File: src/rtl/hv_dvdt_pkg.sv
// Shared types and constants for the HV dv/dt trim calibration block.
// HV_DVDT_DLY_MEAS_EN adds the delay-measurement state to the state encoding.
package hv_dvdt_pkg;
  localparam int CODE_W      = 4;
  localparam int CNT_W       = 6;
  localparam int DLY_MAX_DEF = 63;
  localparam logic [CODE_W-1:0] VBN_RST = 4'h8;

  typedef enum logic [2:0] {
    ST_IDLE    = 3'd0,
    ST_ON_SAR  = 3'd1,
    ST_OFF_SAR = 3'd2,
    ST_DONE    = 3'd3
`ifdef HV_DVDT_DLY_MEAS_EN
    , ST_DLY_MEAS = 3'd4
`endif
  } state_e;
endpackage

File: src/rtl/hv_dvdt_sar4.sv
// 4-bit SAR sequencer: one trial bit per SETTLE_CYC cycles, comparator sampled on the
// last settle cycle. o_last/o_result flag the bit-0 decision in that same cycle.
module hv_dvdt_sar4
  import hv_dvdt_pkg::*;
#(
  parameter int SETTLE_CYC = 4
) (
  input  logic              i_clk,
  input  logic              i_rst,
  input  logic              i_start,
  input  logic              i_clear,
  input  logic              i_cmp,
  output logic [CODE_W-1:0] o_trial,
  output logic              o_last,
  output logic [CODE_W-1:0] o_result
);
  localparam int SW = (SETTLE_CYC > 1) ? $clog2(SETTLE_CYC) : 1;

  logic [SW-1:0]     settle_r;
  logic [1:0]        bit_r;
  logic              run_r;
  logic [CODE_W-1:0] trial_r;
  logic              sample_s;
  logic [CODE_W-1:0] keep_s;

  // Current bit decision from the comparator
  always_comb begin
    sample_s      = run_r && (settle_r == SW'(SETTLE_CYC - 1));
    keep_s        = trial_r;
    keep_s[bit_r] = i_cmp;
  end

  assign o_trial  = trial_r;
  assign o_last   = sample_s && (bit_r == 2'd0);
  assign o_result = keep_s;

  // Bit pointer, settle counter and trial register; a restart overrides the final sample
  always_ff @(posedge i_clk or posedge i_rst) begin
    if (i_rst) begin
      run_r    <= 1'b0;
      bit_r    <= 2'd0;
      settle_r <= '0;
      trial_r  <= '0;
    end else if (i_clear) begin
      run_r    <= 1'b0;
      bit_r    <= 2'd0;
      settle_r <= '0;
      trial_r  <= '0;
    end else if (i_start) begin
      run_r    <= 1'b1;
      bit_r    <= 2'd3;
      settle_r <= '0;
      trial_r  <= 4'b1000;
    end else if (sample_s) begin
      settle_r <= '0;
      if (bit_r == 2'd0) begin
        run_r   <= 1'b0;
        trial_r <= '0;
      end else begin
        trial_r <= keep_s | (CODE_W'(1) << (bit_r - 2'd1));
        bit_r   <= bit_r - 2'd1;
      end
    end else if (run_r) begin
      settle_r <= settle_r + SW'(1);
    end else begin
      settle_r <= settle_r;
    end
  end
endmodule

File: src/rtl/hv_dvdt_trim_cal.sv
// HV dv/dt trim calibration: on-path SAR, off-path SAR, optional delay measurement
// (macro HV_DVDT_DLY_MEAS_EN), then a one-cycle DONE that publishes the results.
module hv_dvdt_trim_cal
  import hv_dvdt_pkg::*;
#(
  parameter int CLK_M      = 4,
  parameter int SETTLE_CYC = (1000 * CLK_M + 999) / 1000,
  parameter int DLY_MAX    = DLY_MAX_DEF
) (
  input  logic              i_clk,
  input  logic              i_rst,
  input  logic              i_cal_start,
  input  logic              i_cal_abort,
  input  logic              i_cmp_out,
  input  logic              i_dly_fb,
  output logic [CODE_W-1:0] o_trial_code,
  output logic              o_cal_sel,
  output logic              o_dly_pulse,
  output logic [CODE_W-1:0] o_on_vbn,
  output logic [CODE_W-1:0] o_off_vbn,
  output logic [CNT_W-1:0]  o_cnt_del,
  output logic              o_cal_busy,
  output logic              o_cal_done,
  output logic              o_cal_err
);
  state_e            state_r, state_nxt_s;
  logic              sar_start_s, sar_clear_s, sar_last_s, timeout_s;
  logic [CODE_W-1:0] sar_result_s, sar_trial_s, off_load_s;
  logic [CODE_W-1:0] on_work_r, off_work_r, on_vbn_r, off_vbn_r;
  logic              busy_r, sel_r, done_r;

  hv_dvdt_sar4 #(.SETTLE_CYC(SETTLE_CYC)) u_sar (
    .i_clk   (i_clk),
    .i_rst   (i_rst),
    .i_start (sar_start_s),
    .i_clear (sar_clear_s),
    .i_cmp   (i_cmp_out),
    .o_trial (sar_trial_s),
    .o_last  (sar_last_s),
    .o_result(sar_result_s)
  );

  // Next-state decode; abort wins over every other event in busy states
  always_comb begin
    state_nxt_s = state_r;
    sar_start_s = 1'b0;
    sar_clear_s = 1'b0;
    case (state_r)
      ST_IDLE: begin
        if (i_cal_start && !i_cal_abort) begin
          state_nxt_s = ST_ON_SAR;
          sar_start_s = 1'b1;
        end else begin
          state_nxt_s = ST_IDLE;
        end
      end
      ST_ON_SAR: begin
        if (i_cal_abort) begin
          state_nxt_s = ST_IDLE;
          sar_clear_s = 1'b1;
        end else if (sar_last_s) begin
          state_nxt_s = ST_OFF_SAR;
          sar_start_s = 1'b1;
        end else begin
          state_nxt_s = ST_ON_SAR;
        end
      end
      ST_OFF_SAR: begin
        if (i_cal_abort) begin
          state_nxt_s = ST_IDLE;
          sar_clear_s = 1'b1;
        end else if (sar_last_s) begin
`ifdef HV_DVDT_DLY_MEAS_EN
          state_nxt_s = ST_DLY_MEAS;
`else
          state_nxt_s = ST_DONE;
`endif
        end else begin
          state_nxt_s = ST_OFF_SAR;
        end
      end
`ifdef HV_DVDT_DLY_MEAS_EN
      ST_DLY_MEAS: begin
        if (i_cal_abort) begin
          state_nxt_s = ST_IDLE;
        end else if (i_dly_fb || timeout_s) begin
          state_nxt_s = ST_DONE;
        end else begin
          state_nxt_s = ST_DLY_MEAS;
        end
      end
`endif
      ST_DONE: begin
        state_nxt_s = ST_IDLE;
      end
      default: begin
        state_nxt_s = ST_IDLE;
        sar_clear_s = 1'b1;
      end
    endcase
  end

  // State register and status flags registered from the next state
  always_ff @(posedge i_clk or posedge i_rst) begin
    if (i_rst) begin
      state_r <= ST_IDLE;
      busy_r  <= 1'b0;
      sel_r   <= 1'b0;
      done_r  <= 1'b0;
    end else begin
      state_r <= state_nxt_s;
      busy_r  <= (state_nxt_s != ST_IDLE);
      sel_r   <= (state_nxt_s == ST_OFF_SAR);
      done_r  <= (state_nxt_s == ST_DONE);
    end
  end

  // Without delay measurement the off code goes straight from the SAR into DONE
  assign off_load_s = (state_r == ST_OFF_SAR) ? sar_result_s : off_work_r;

  // Working codes and published results; results move only on entry to DONE
  always_ff @(posedge i_clk or posedge i_rst) begin
    if (i_rst) begin
      on_work_r  <= '0;
      off_work_r <= '0;
      on_vbn_r   <= VBN_RST;
      off_vbn_r  <= VBN_RST;
    end else begin
      if (state_r == ST_ON_SAR && sar_last_s && !i_cal_abort) begin
        on_work_r <= sar_result_s;
      end
      if (state_r == ST_OFF_SAR && sar_last_s && !i_cal_abort) begin
        off_work_r <= sar_result_s;
      end
      if (state_nxt_s == ST_DONE) begin
        on_vbn_r  <= on_work_r;
        off_vbn_r <= off_load_s;
      end
    end
  end

`ifdef HV_DVDT_DLY_MEAS_EN
  logic [CNT_W-1:0] cnt_r, cnt_del_r;
  logic             pulse_r, err_r;

  assign timeout_s = (state_r == ST_DLY_MEAS) && !i_cal_abort && !i_dly_fb &&
                     (cnt_r == CNT_W'(DLY_MAX));

  // Delay counter starts at zero on the launch cycle and saturates at DLY_MAX
  always_ff @(posedge i_clk or posedge i_rst) begin
    if (i_rst) begin
      cnt_r     <= '0;
      cnt_del_r <= '0;
      pulse_r   <= 1'b0;
      err_r     <= 1'b0;
    end else begin
      pulse_r <= (state_nxt_s == ST_DLY_MEAS) && (state_r != ST_DLY_MEAS);
      if (state_nxt_s == ST_DLY_MEAS && state_r != ST_DLY_MEAS) begin
        cnt_r <= '0;
      end else if (state_r == ST_DLY_MEAS && state_nxt_s == ST_DLY_MEAS) begin
        cnt_r <= cnt_r + CNT_W'(1);
      end
      if (state_r == ST_IDLE && state_nxt_s == ST_ON_SAR) begin
        err_r <= 1'b0;
      end else if (timeout_s) begin
        err_r <= 1'b1;
      end
      if (state_nxt_s == ST_DONE) begin
        cnt_del_r <= cnt_r;
      end
    end
  end

  assign o_dly_pulse = pulse_r;
  assign o_cnt_del   = cnt_del_r;
  assign o_cal_err   = err_r;
`else
  logic unused_fb_s;
  assign unused_fb_s = i_dly_fb;
  assign timeout_s   = 1'b0;
  assign o_dly_pulse = 1'b0;
  assign o_cnt_del   = '0;
  assign o_cal_err   = 1'b0;
`endif

  assign o_trial_code = sar_trial_s;
  assign o_cal_sel    = sel_r;
  assign o_on_vbn     = on_vbn_r;
  assign o_off_vbn    = off_vbn_r;
  assign o_cal_busy   = busy_r;
  assign o_cal_done   = done_r;
endmodule
File: config.mk
export PLATFORM = sky130hd
export DESIGN_NAME = hv_dvdt_trim_cal
export DESIGN_NICKNAME = d
export VERILOG_FILES = /design/src/rtl/hv_dvdt_pkg.sv /design/src/rtl/hv_dvdt_sar4.sv /design/src/rtl/hv_dvdt_trim_cal.sv
export SDC_FILE = /design/constraint.sdc
export NUM_CORES = 1
export LEC_CHECK = 0
export CORE_UTILIZATION = 52
export CTS_CLUSTER_SIZE = 12
export DETAILED_ROUTE_END_ITERATION = 8
export GPL_TIMING_DRIVEN = 0
export HOLD_SLACK_MARGIN = 0.03
export PLACE_DENSITY = 0.79
export SLEW_MARGIN = 10
export SYNTH_ARGS = -nofsm -noshare
export SYNTH_HDL_FRONTEND = slang
export SYNTH_SLANG_ARGS = --single-unit
File: constraint.sdc
create_clock -name i_clk -period 2.83 [get_ports i_clk]
set_clock_uncertainty 0.15 [all_clocks]
set_input_delay 0.566 -clock i_clk [delete_from_list [all_inputs] [get_ports i_clk]]
set_output_delay 0.566 -clock i_clk [all_outputs]
set_load 0.02 [all_outputs]
==> results of run 1 <==
cells in the mapped netlist, drive strengths merged, types with 2 or more instances:
cell type,number,area share (%)
mux2i,2,1.2
buf,12,5.0
dfstp,2,3.3
nand2,8,1.9
and2,2,0.86
nor2,3,0.70
nand3,4,1.2
a221oi,2,1.1
inv,7,1.6
dfrtp,28,44
o2111ai,2,1.1
mux2,24,17
and3,2,0.78
ha,10,7.8
or3,2,0.78
a21oi,7,2.2
o21ai,4,1.2
routing by layer:
layer | share of wire [%] | up-vias
li1 | - | 536
met1 | 40 | 534
met2 | 51 | 42
met3 | 6.0 | 11
met4 | 2.9 | 0
met5 | 0 | -
final cells by class:
type	instances	area share, %
Clock inverter	2	0.5232
Sequential cell	30	39.37
Clock buffer	5	1.962
Buffer	12	4.186
Timing Repair Buffer	19	9.941
Inverter	7	1.373
Multi-Input combinational cell	95	40.61
Tap cell	31	2.027
per-stage QoR:
step | hold slack [ns] | worst slack, ns | total power, mW | utilization [%] | cells
2_1_floorplan | 0.3237 | 0.8388 | 0.7778 | - | 144
3_3_place_gp | 0.3348 | 0.1979 | 0.8644 | 65.39 | 194
3_5_place_dp | 0.3399 | 0.1530 | 0.8834 | 65.39 | 194
4_1_cts | 0.3615 | 0.4999 | 1.123 | 67.06 | 201
5_1_grt | 0.3777 | 0.3968 | 1.191 | 67.06 | 201
6_report | 0.3614 | 0.5105 | 1.114 | 67.06 | 201
power breakdown:
group	total (mW)	leakage [nW]	internal [mW]	switching (mW)
registers	0.529	0.396	0.478	0.0513
clock network	0.233	0.0308	0.0890	0.144
logic	0.352	0.496	0.160	0.192
total	1.11	0.923	0.727	0.387
how the worst min path moves through the flow:
| stage | start | to | slack [ns] |
|---|---|---|---|
| after floorplan | on_work_r[0] | on_work_r[0] | 0.32 |
| after global placement | off_work_r[2] | off_work_r[2] | 0.33 |
| after detailed placement | off_work_r[0] | off_work_r[0] | 0.34 |
| after CTS | off_work_r[0] | off_work_r[0] | 0.36 |
| after global routing | on_work_r[3] | o_on_vbn[3] | 0.38 |
| final | off_work_r[0] | off_work_r[0] | 0.36 |
registers in the layout, indices dropped and copies added, names as in the netlist:
name and count:
u_sar.bit_r 2, o_on_vbn 4, o_cal_done 1, off_work_r 4, u_sar.run_r 1, u_sar.o_trial 4
o_cal_sel 1, o_cal_busy 1, o_off_vbn 4, u_sar.settle_r 2, on_work_r 4, state_r 2
cells by family (layout without fill, tap and decap cells):
kind of cell	Yosys count	in the layout	synth area share (%)
AO/OA/AOI/OAI	22	22	10.26
XOR/XNOR	2	2	1.088
adder cells (fa/ha/maj)	10	10	7.770
buffers and inverters	19	45	6.605
flip-flops	30	30	46.78
multiplexers	26	26	18.03
other	1	8	0.2329
AND/OR/NAND/NOR	27	27	9.247
worst max-delay path, delay by kind of cell:
family          cells  cell delay (ns)
buf+inv             2             0.70
simple gates        1             0.27
compound gates      1             0.45
mux                 1             0.40
==> flow_metrics.env, run 1 <==
export IMPL_drtIter0Drc=37
export IMPL_r2r_start="u_sar.bit_r[0]"
export IMPL_start_kind="input pin"
export IMPL_gr_total_overflow=0
export IMPL_top_usage_layer="met2"
export IMPL_cts_path_max_buffers=2
export IMPL_path_class="in2reg"
export IMPL_coreArea_sq_um=2853
export IMPL_place_area_sq_um=1866
export IMPL_powerDensity_nw_per_um2=582.3
export IMPL_first_global_vias=1195
export IMPL_drive_gt1_share_pct=28.82
export IMPL_hpwl_microns=2301
export IMPL_crit_end="o_on_vbn[1]"
export IMPL_use_met2_pct=39.53
export IMPL_syn_to_final_growth_pct=18.80
export IMPL_leakagePower_nw=0.9227
export IMPL_fin_crit_ns=2.320
export IMPL_synth_area_sq_um=1610
export IMPL_drcViolationCount=5
export IMPL_clk_latency_ns=0.33
export IMPL_synth_edf_count=0
export IMPL_cts_root_buffer="clkbuf_4"
export IMPL_place_gp_congestion=0.8652
export IMPL_postSynth_topFlopCell="dfrtp_1"
export IMPL_critPathLaunch="i_cal_abort"
export IMPL_viasPerCell=5.587
export IMPL_io_pins=29
export IMPL_async_flop_share_pct=100.0
export IMPL_wirelength_microns=3193
export IMPL_ant_nets=0
export IMPL_syn_inst=137
export IMPL_met3_usage_pct=6.473
export IMPL_critPathSlowestCell="clkdlybuf4s50_1"
export IMPL_cts_buffers=5
export IMPL_cpPeakStageDelay_ns=0.54
export IMPL_portBuffers=19
export IMPL_yosys_warnings=0
export IMPL_antenna_found_initial=0
export IMPL_critPathMaxFanout=9
export IMPL_max_freq_mhz=431.1
export IMPL_ys_seq_area_share_pct=46.78
export IMPL_cts_resized=0
export IMPL_synth_cell_type_count=35
export IMPL_fillers=229
export IMPL_seqCellArea_sq_um=753.2
export IMPL_ctsHoldBuffers=0
export IMPL_synth_avg_cell_area_sq_um=11.75
export IMPL_die_h_microns=57.65
export IMPL_cts_sinks=30
export IMPL_die_w_microns=57.65
export IMPL_reg2reg_depth=5
export IMPL_period_share_pct=81.96
export IMPL_synth_seq_cells=30
export IMPL_slew_headroom_pct=27.98
export IMPL_finalSetupTns_ns=0
export IMPL_final_cell_mix="dfrtp_1 (28), mux2_2 (24), clkdlybuf4s50_1 (19)"
export IMPL_maxCapViolCount=0
export IMPL_num_vias=1123
export IMPL_firstDrtPassIters=6
export IMPL_final_common_cell="dfrtp_1"
export IMPL_diodes=0
export IMPL_start_util_pct=56.45
export IMPL_min_path_type="reg2reg"
export IMPL_cts_tree="built"
export IMPL_cts_setup_buffers=0
export IMPL_cp_end_kind="flop"
export IMPL_drt_wirelength_per_cell_microns=15.89
export IMPL_final_nets=186
export IMPL_fin_area_sq_um=1913
export IMPL_slew_violations=0
export IMPL_r2r_end="o_on_vbn[1]"
export IMPL_worst_pin_slew_ns=1.074
export IMPL_htreeDepth=2
export IMPL_regToRegSetupSlack_ns=0.54
export IMPL_globalRouteMet1Util_pct=24.41
export IMPL_hold_viol=0
export IMPL_grt_total_usage_pct=22.52
export IMPL_rows=19
export IMPL_holdPathStages=1
export IMPL_die_area_sq_um=3324
export IMPL_clk_pin_slew_worst_paths_ns=0.09
export IMPL_crit_chain="clkdlybuf4s50_1 > or2_0 > buf_2 > o32ai_4 > mux2_2"
export IMPL_grt_pass1_wl_microns=5409
export IMPL_ir_drop_mv=0.4767
export IMPL_arrival_ns=2.39
export IMPL_setup_viol=0
export IMPL_rsz0062_at_grt="no"
export IMPL_outcome="complete, but fails checks"
export IMPL_cp_required_ns=2.90
export IMPL_violations="DRC"
export IMPL_grt_max_degree=31
export IMPL_multiInputGateArea_sq_um=777.0
No activity file was read; power rests on OpenSTA's default activity.
==> run 2: changes to the inputs <==
Clock period 2.83 ns to 2.3 ns, I/O delays scaled along.
==> flow_metrics.env, run 2 (synthesis results as in run 1) <==
export IMPL_outcome="complete, but fails checks"
export IMPL_violations="DRC"
export IMPL_start_kind="flop"
export IMPL_fin_crit_ns=2.119
export IMPL_arrival_ns=2.19
export IMPL_portBuffers=19
export IMPL_regToRegSetupSlack_ns=0.18
export IMPL_grt_total_usage_pct=22.61
export IMPL_clk_pin_slew_worst_paths_ns=0.09
export IMPL_rows=19
export IMPL_cp_end_kind="flop"
export IMPL_reg2reg_depth=6
export IMPL_drcViolationCount=5
export IMPL_grt_pass1_wl_microns=5402
export IMPL_antenna_found_initial=0
export IMPL_num_vias=1126
export IMPL_viasPerCell=5.574
export IMPL_cp_required_ns=2.37
export IMPL_die_area_sq_um=3324
export IMPL_cts_buffers=5
export IMPL_maxCapViolCount=0
export IMPL_start_util_pct=56.45
export IMPL_first_global_vias=1198
export IMPL_htreeDepth=2
export IMPL_drive_gt1_share_pct=29.82
export IMPL_drtIter0Drc=34
export IMPL_period_share_pct=92.15
export IMPL_die_h_microns=57.65
export IMPL_cts_tree="built"
export IMPL_critPathSlowestCell="dfrtp_1"
export IMPL_die_w_microns=57.65
export IMPL_grt_max_degree=31
export IMPL_finalSetupTns_ns=0
export IMPL_leakagePower_nw=0.9289
export IMPL_powerDensity_nw_per_um2=708.1
export IMPL_final_cell_mix="dfrtp_1 (28), mux2_2 (24), clkdlybuf4s50_1 (19)"
export IMPL_cts_sinks=30
export IMPL_final_nets=187
export IMPL_holdWs_ns=0.3627
export IMPL_coreArea_sq_um=2853
export IMPL_drt_wirelength_per_cell_microns=15.75
export IMPL_critPathMaxFanout=9
export IMPL_crit_chain="inv_1 > ha_2 > nand3_1 > o32ai_4 > buf_12 > mux2_2"
export IMPL_rsz0062_at_grt="no"
export IMPL_path_class="reg2reg"
export IMPL_worst_pin_slew_ns=1.049
export IMPL_hold_viol=0
export IMPL_slew_headroom_pct=29.65
export IMPL_io_pins=29
export IMPL_max_freq_mhz=471.8
export IMPL_slew_violations=0
export IMPL_wirelength_microns=3181
export IMPL_cpPeakStageDelay_ns=0.46
export IMPL_firstDrtPassIters=7
export IMPL_final_common_cell="dfrtp_1"
export IMPL_place_gp_congestion=0.8652
export IMPL_hpwl_microns=2301
export IMPL_diodes=0
export IMPL_fillers=224
export IMPL_syn_to_final_growth_pct=20.20
export IMPL_gr_total_overflow=0
export IMPL_cts_root_buffer="clkbuf_4"
export IMPL_cts_path_max_buffers=2
export IMPL_ir_drop_mv=0.5871
export IMPL_min_path_type="reg2reg"
export IMPL_setup_viol=0
export IMPL_clk_latency_ns=0.33
export IMPL_holdPathStages=1
export IMPL_ant_nets=0
-- run 2: cell types whose count changed in the layout (fill, tap and decap cells not counted), sizes merged --
| cell | previous run | this run |
|---|---|---|
| buf | 12 | 13 |
-- run 2: path summary, 6_finish.rpt --
| path | from | end |
|---|---|---|
| setup / recovery | u_sar.bit_r[0] | o_on_vbn[2] |
| hold / removal | off_work_r[0] | off_work_r[0] |
| setup reg to reg | u_sar.bit_r[0] | o_on_vbn[2] |
| hold reg to reg | off_work_r[0] | off_work_r[0] |
| max in group asynchronous | i_rst | off_work_r[2] |
| min in group asynchronous | i_rst | o_on_vbn[0] |
-- run 2: layout make-up --
type	instances	area [sq um]	area share, %
Multi-Input combinational cell	95	779.5	40.27
Inverter	7	26.28	1.357
Clock buffer	5	37.54	1.939
Buffer	12	80.08	4.137
Timing Repair Buffer	20	210.2	10.86
Clock inverter	2	10.01	0.5171
Tap cell	31	38.79	2.004
Sequential cell	30	753.2	38.91
-- run 2: layer usage --
metal  vias to the layer above  wire length (microns)  share of wire, %  GRT usage (%)
li1                        537                      -                 -              -
met1                       543                   1295                41          24.85
met2                        39                   1635                51          39.37
met3                         7                    173               5.4          6.473
met4                         0                     77               2.4          12.59
met5                         -                      0                 0              0
-- run 2: where the power goes --
group | switching [mW] | total, mW | internal (mW)
logic | 0.236 | 0.434 | 0.198
registers | 0.0623 | 0.650 | 0.588
clock network | 0.176 | 0.286 | 0.110
-- run 2: critical path, delay by kind of cell, from the launching register on --
family	cells	cell delay (ns)
muxes	1	0.33
buffers and inverters	2	0.32
adders and majority gates	1	0.27
and+or+nand+nor	1	0.15
AOI/OAI and AO/OA	1	0.33
DFF	1	0.46
-- run 2: what timing repair did --
action / CTS / global route
hold buffers: 0 / 0
gates resized for setup: 0 / 1
pin swaps: 1 / 1
setup buffers: 0 / 1
setup endpoints to repair: 5 / 8
-- run 2: stage by stage --
step | std cells | util (%) | total power [mW] | area, sq um | setup WS, ns
finish | 202 | 67.85 | 1.371 | 1936 | 0.1805
global placement | 194 | 65.39 | 1.064 | 1866 | -0.2261
floorplan | 144 | - | 0.9570 | 1637 | 0.3088
CTS | 201 | 67.06 | 1.381 | 1913 | 0.01309
global route | 202 | 67.85 | 1.468 | 1936 | 0.07316
detailed placement | 194 | 65.39 | 1.087 | 1866 | -0.2710
==> run 3: changes to the inputs <==
Settings changed: CORE_MARGIN set to 2.
==> flow_metrics.env, run 3 (synthesis results as in run 1) <==
export IMPL_fin_crit_ns=2.124
export IMPL_firstDrtPassIters=4
export IMPL_hold_path_end="on_work_r[3]"
export IMPL_path_class="reg2reg"
export IMPL_final_nets=187
export IMPL_hold_start="on_work_r[3]"
export IMPL_met3_length_microns=157
export IMPL_grt_total_usage_pct=19.52
export IMPL_place_inst=196
export IMPL_syn_to_final_growth_pct=21.37
export IMPL_period_share_pct=92.37
export IMPL_r2r_end="o_off_vbn[1]"
export IMPL_grt_pass1_wl_microns=5085
export IMPL_wl_met2_microns=1478
export IMPL_cts_tree="built"
export IMPL_clk_latency_ns=0.34
export IMPL_portBuffers=19
export IMPL_die_area_sq_um=3558
export IMPL_ir_drop_mv=0.5045
export IMPL_num_vias=1090
export IMPL_first_global_vias=1086
export IMPL_wirelength_microns=2950
export IMPL_holdPathStages=1
export IMPL_drt_wirelength_per_cell_microns=14.39
export IMPL_regToRegSetupSlack_ns=0.18
export IMPL_reg2reg_depth=6
export IMPL_grt_max_degree=31
export IMPL_antenna_found_initial=0
export IMPL_cts_sinks=30
export IMPL_setup_viol=0
export IMPL_cts_buffers=5
export IMPL_power_mw=1.424
export IMPL_cts_path_max_buffers=2
export IMPL_critPathMaxFanout=9
export IMPL_top_layer="met4"
export IMPL_worst_pin_slew_ns=1.047
export IMPL_clk_pin_slew_worst_paths_ns=0.11
export IMPL_critPathLaunch="u_sar.bit_r[1]"
export IMPL_coreArea_sq_um=3003
export IMPL_die_w_microns=59.65
export IMPL_rows=20
export IMPL_cp_required_ns=2.37
export IMPL_gr_total_overflow=0
export IMPL_slew_violations=0
export IMPL_die_h_microns=59.65
export IMPL_r2r_start="u_sar.bit_r[1]"
export IMPL_powerDensity_nw_per_um2=728.7
export IMPL_start_util_pct=53.62
export IMPL_htreeDepth=2
export IMPL_cp_end_kind="flop"
export IMPL_finalSetupTns_ns=0
export IMPL_min_path_type="reg2reg"
export IMPL_maxCapViolCount=0
export IMPL_start_kind="flop"
export IMPL_hpwl_microns=2228
export IMPL_hold_viol=0
export IMPL_slew_headroom_pct=29.74
export IMPL_viasPerCell=5.317
export IMPL_io_pins=29
export IMPL_drtIter0Drc=24
export IMPL_drive_gt1_share_pct=30.23
export IMPL_fin_cells=205
export IMPL_drcViolationCount=0
export IMPL_rsz0062_at_grt="no"
export IMPL_place_gp_congestion=0.8419
export IMPL_diodes=0
export IMPL_arrival_ns=2.20
export IMPL_wirelength_met1_microns=1287
export IMPL_final_util_pct=65.08
export IMPL_final_common_cell="dfrtp_1"
export IMPL_leakagePower_nw=0.9324
export IMPL_cts_root_buffer="clkbuf_4"
export IMPL_ant_nets=0
export IMPL_final_cell_mix="dfrtp_1 (28), mux2_2 (24), clkdlybuf4s50_1 (19)"
export IMPL_max_freq_mhz=470.7
export IMPL_outcome="complete, no violations"
[run 3: cell types whose count changed in the layout (fill, tap and decap cells not counted)]
cell,change
clkinv_2,-1
clkbuf_8,+1
clkinvlp_4,+1
[run 3: metrics by stage]
stage	worst slack (ns)	hold WS [ns]	instance area, sq um
after global placement	-0.2179	0.3350	1868
after CTS	0.05264	0.3673	1932
after global routing	0.06531	0.3800	1954
after detailed placement	-0.2371	0.3450	1868
final	0.1756	0.3594	1954
after floorplan	0.3088	0.3237	1637
[run 3: worst max path at each step]
stage	slack, ns	end	depth (start not counted)
floorplan	0.31	o_off_vbn[0]	5
global placement	-0.22	o_on_vbn[1]	5
detailed placement	-0.24	o_off_vbn[1]	5
CTS	0.05	o_off_vbn[1]	5
global route	0.07	o_off_vbn[1]	6
finish	0.18	o_off_vbn[1]	6
[run 3: worst max-delay path, cell delays in order (launching register included)]
cell	delay (ns)
dfrtp_1	0.45
inv_1	0.16
ha_2	0.27
nand3_1	0.15
o32ai_4	0.33
buf_12	0.16
mux2_2	0.33
[run 3: cell type report]
class | instances | area (sq um)
inverter | 7 | 26.28
buffer | 12 | 80.08
clock buffer | 6 | 51.30
multi-input combinational | 95 | 779.5
clock inverter | 2 | 12.51
timing repair buffer | 20 | 210.2
fill | 244 | 1049
tap | 33 | 41.29
sequential | 30 | 753.2
[run 3: layer usage]
metal / up-vias / track usage, %
met5: - / 0
met2: 31 / 30.28
met1: 516 / 24.82
li1: 541 / -
met3: 2 / 7.576
met4: 0 / 6.984
[run 3: power by group]
part	internal, mW	total (mW)	switching [mW]
combinational	0.202	0.440	0.238
sequential	0.588	0.645	0.0572
clock	0.147	0.339	0.192
[run 3: repair_timing]
action	CTS	global route
setup endpoints to repair	1	8
gates resized for setup	0	1
pin swaps	1	1
buffers inserted	0	1
hold buffers	0	0
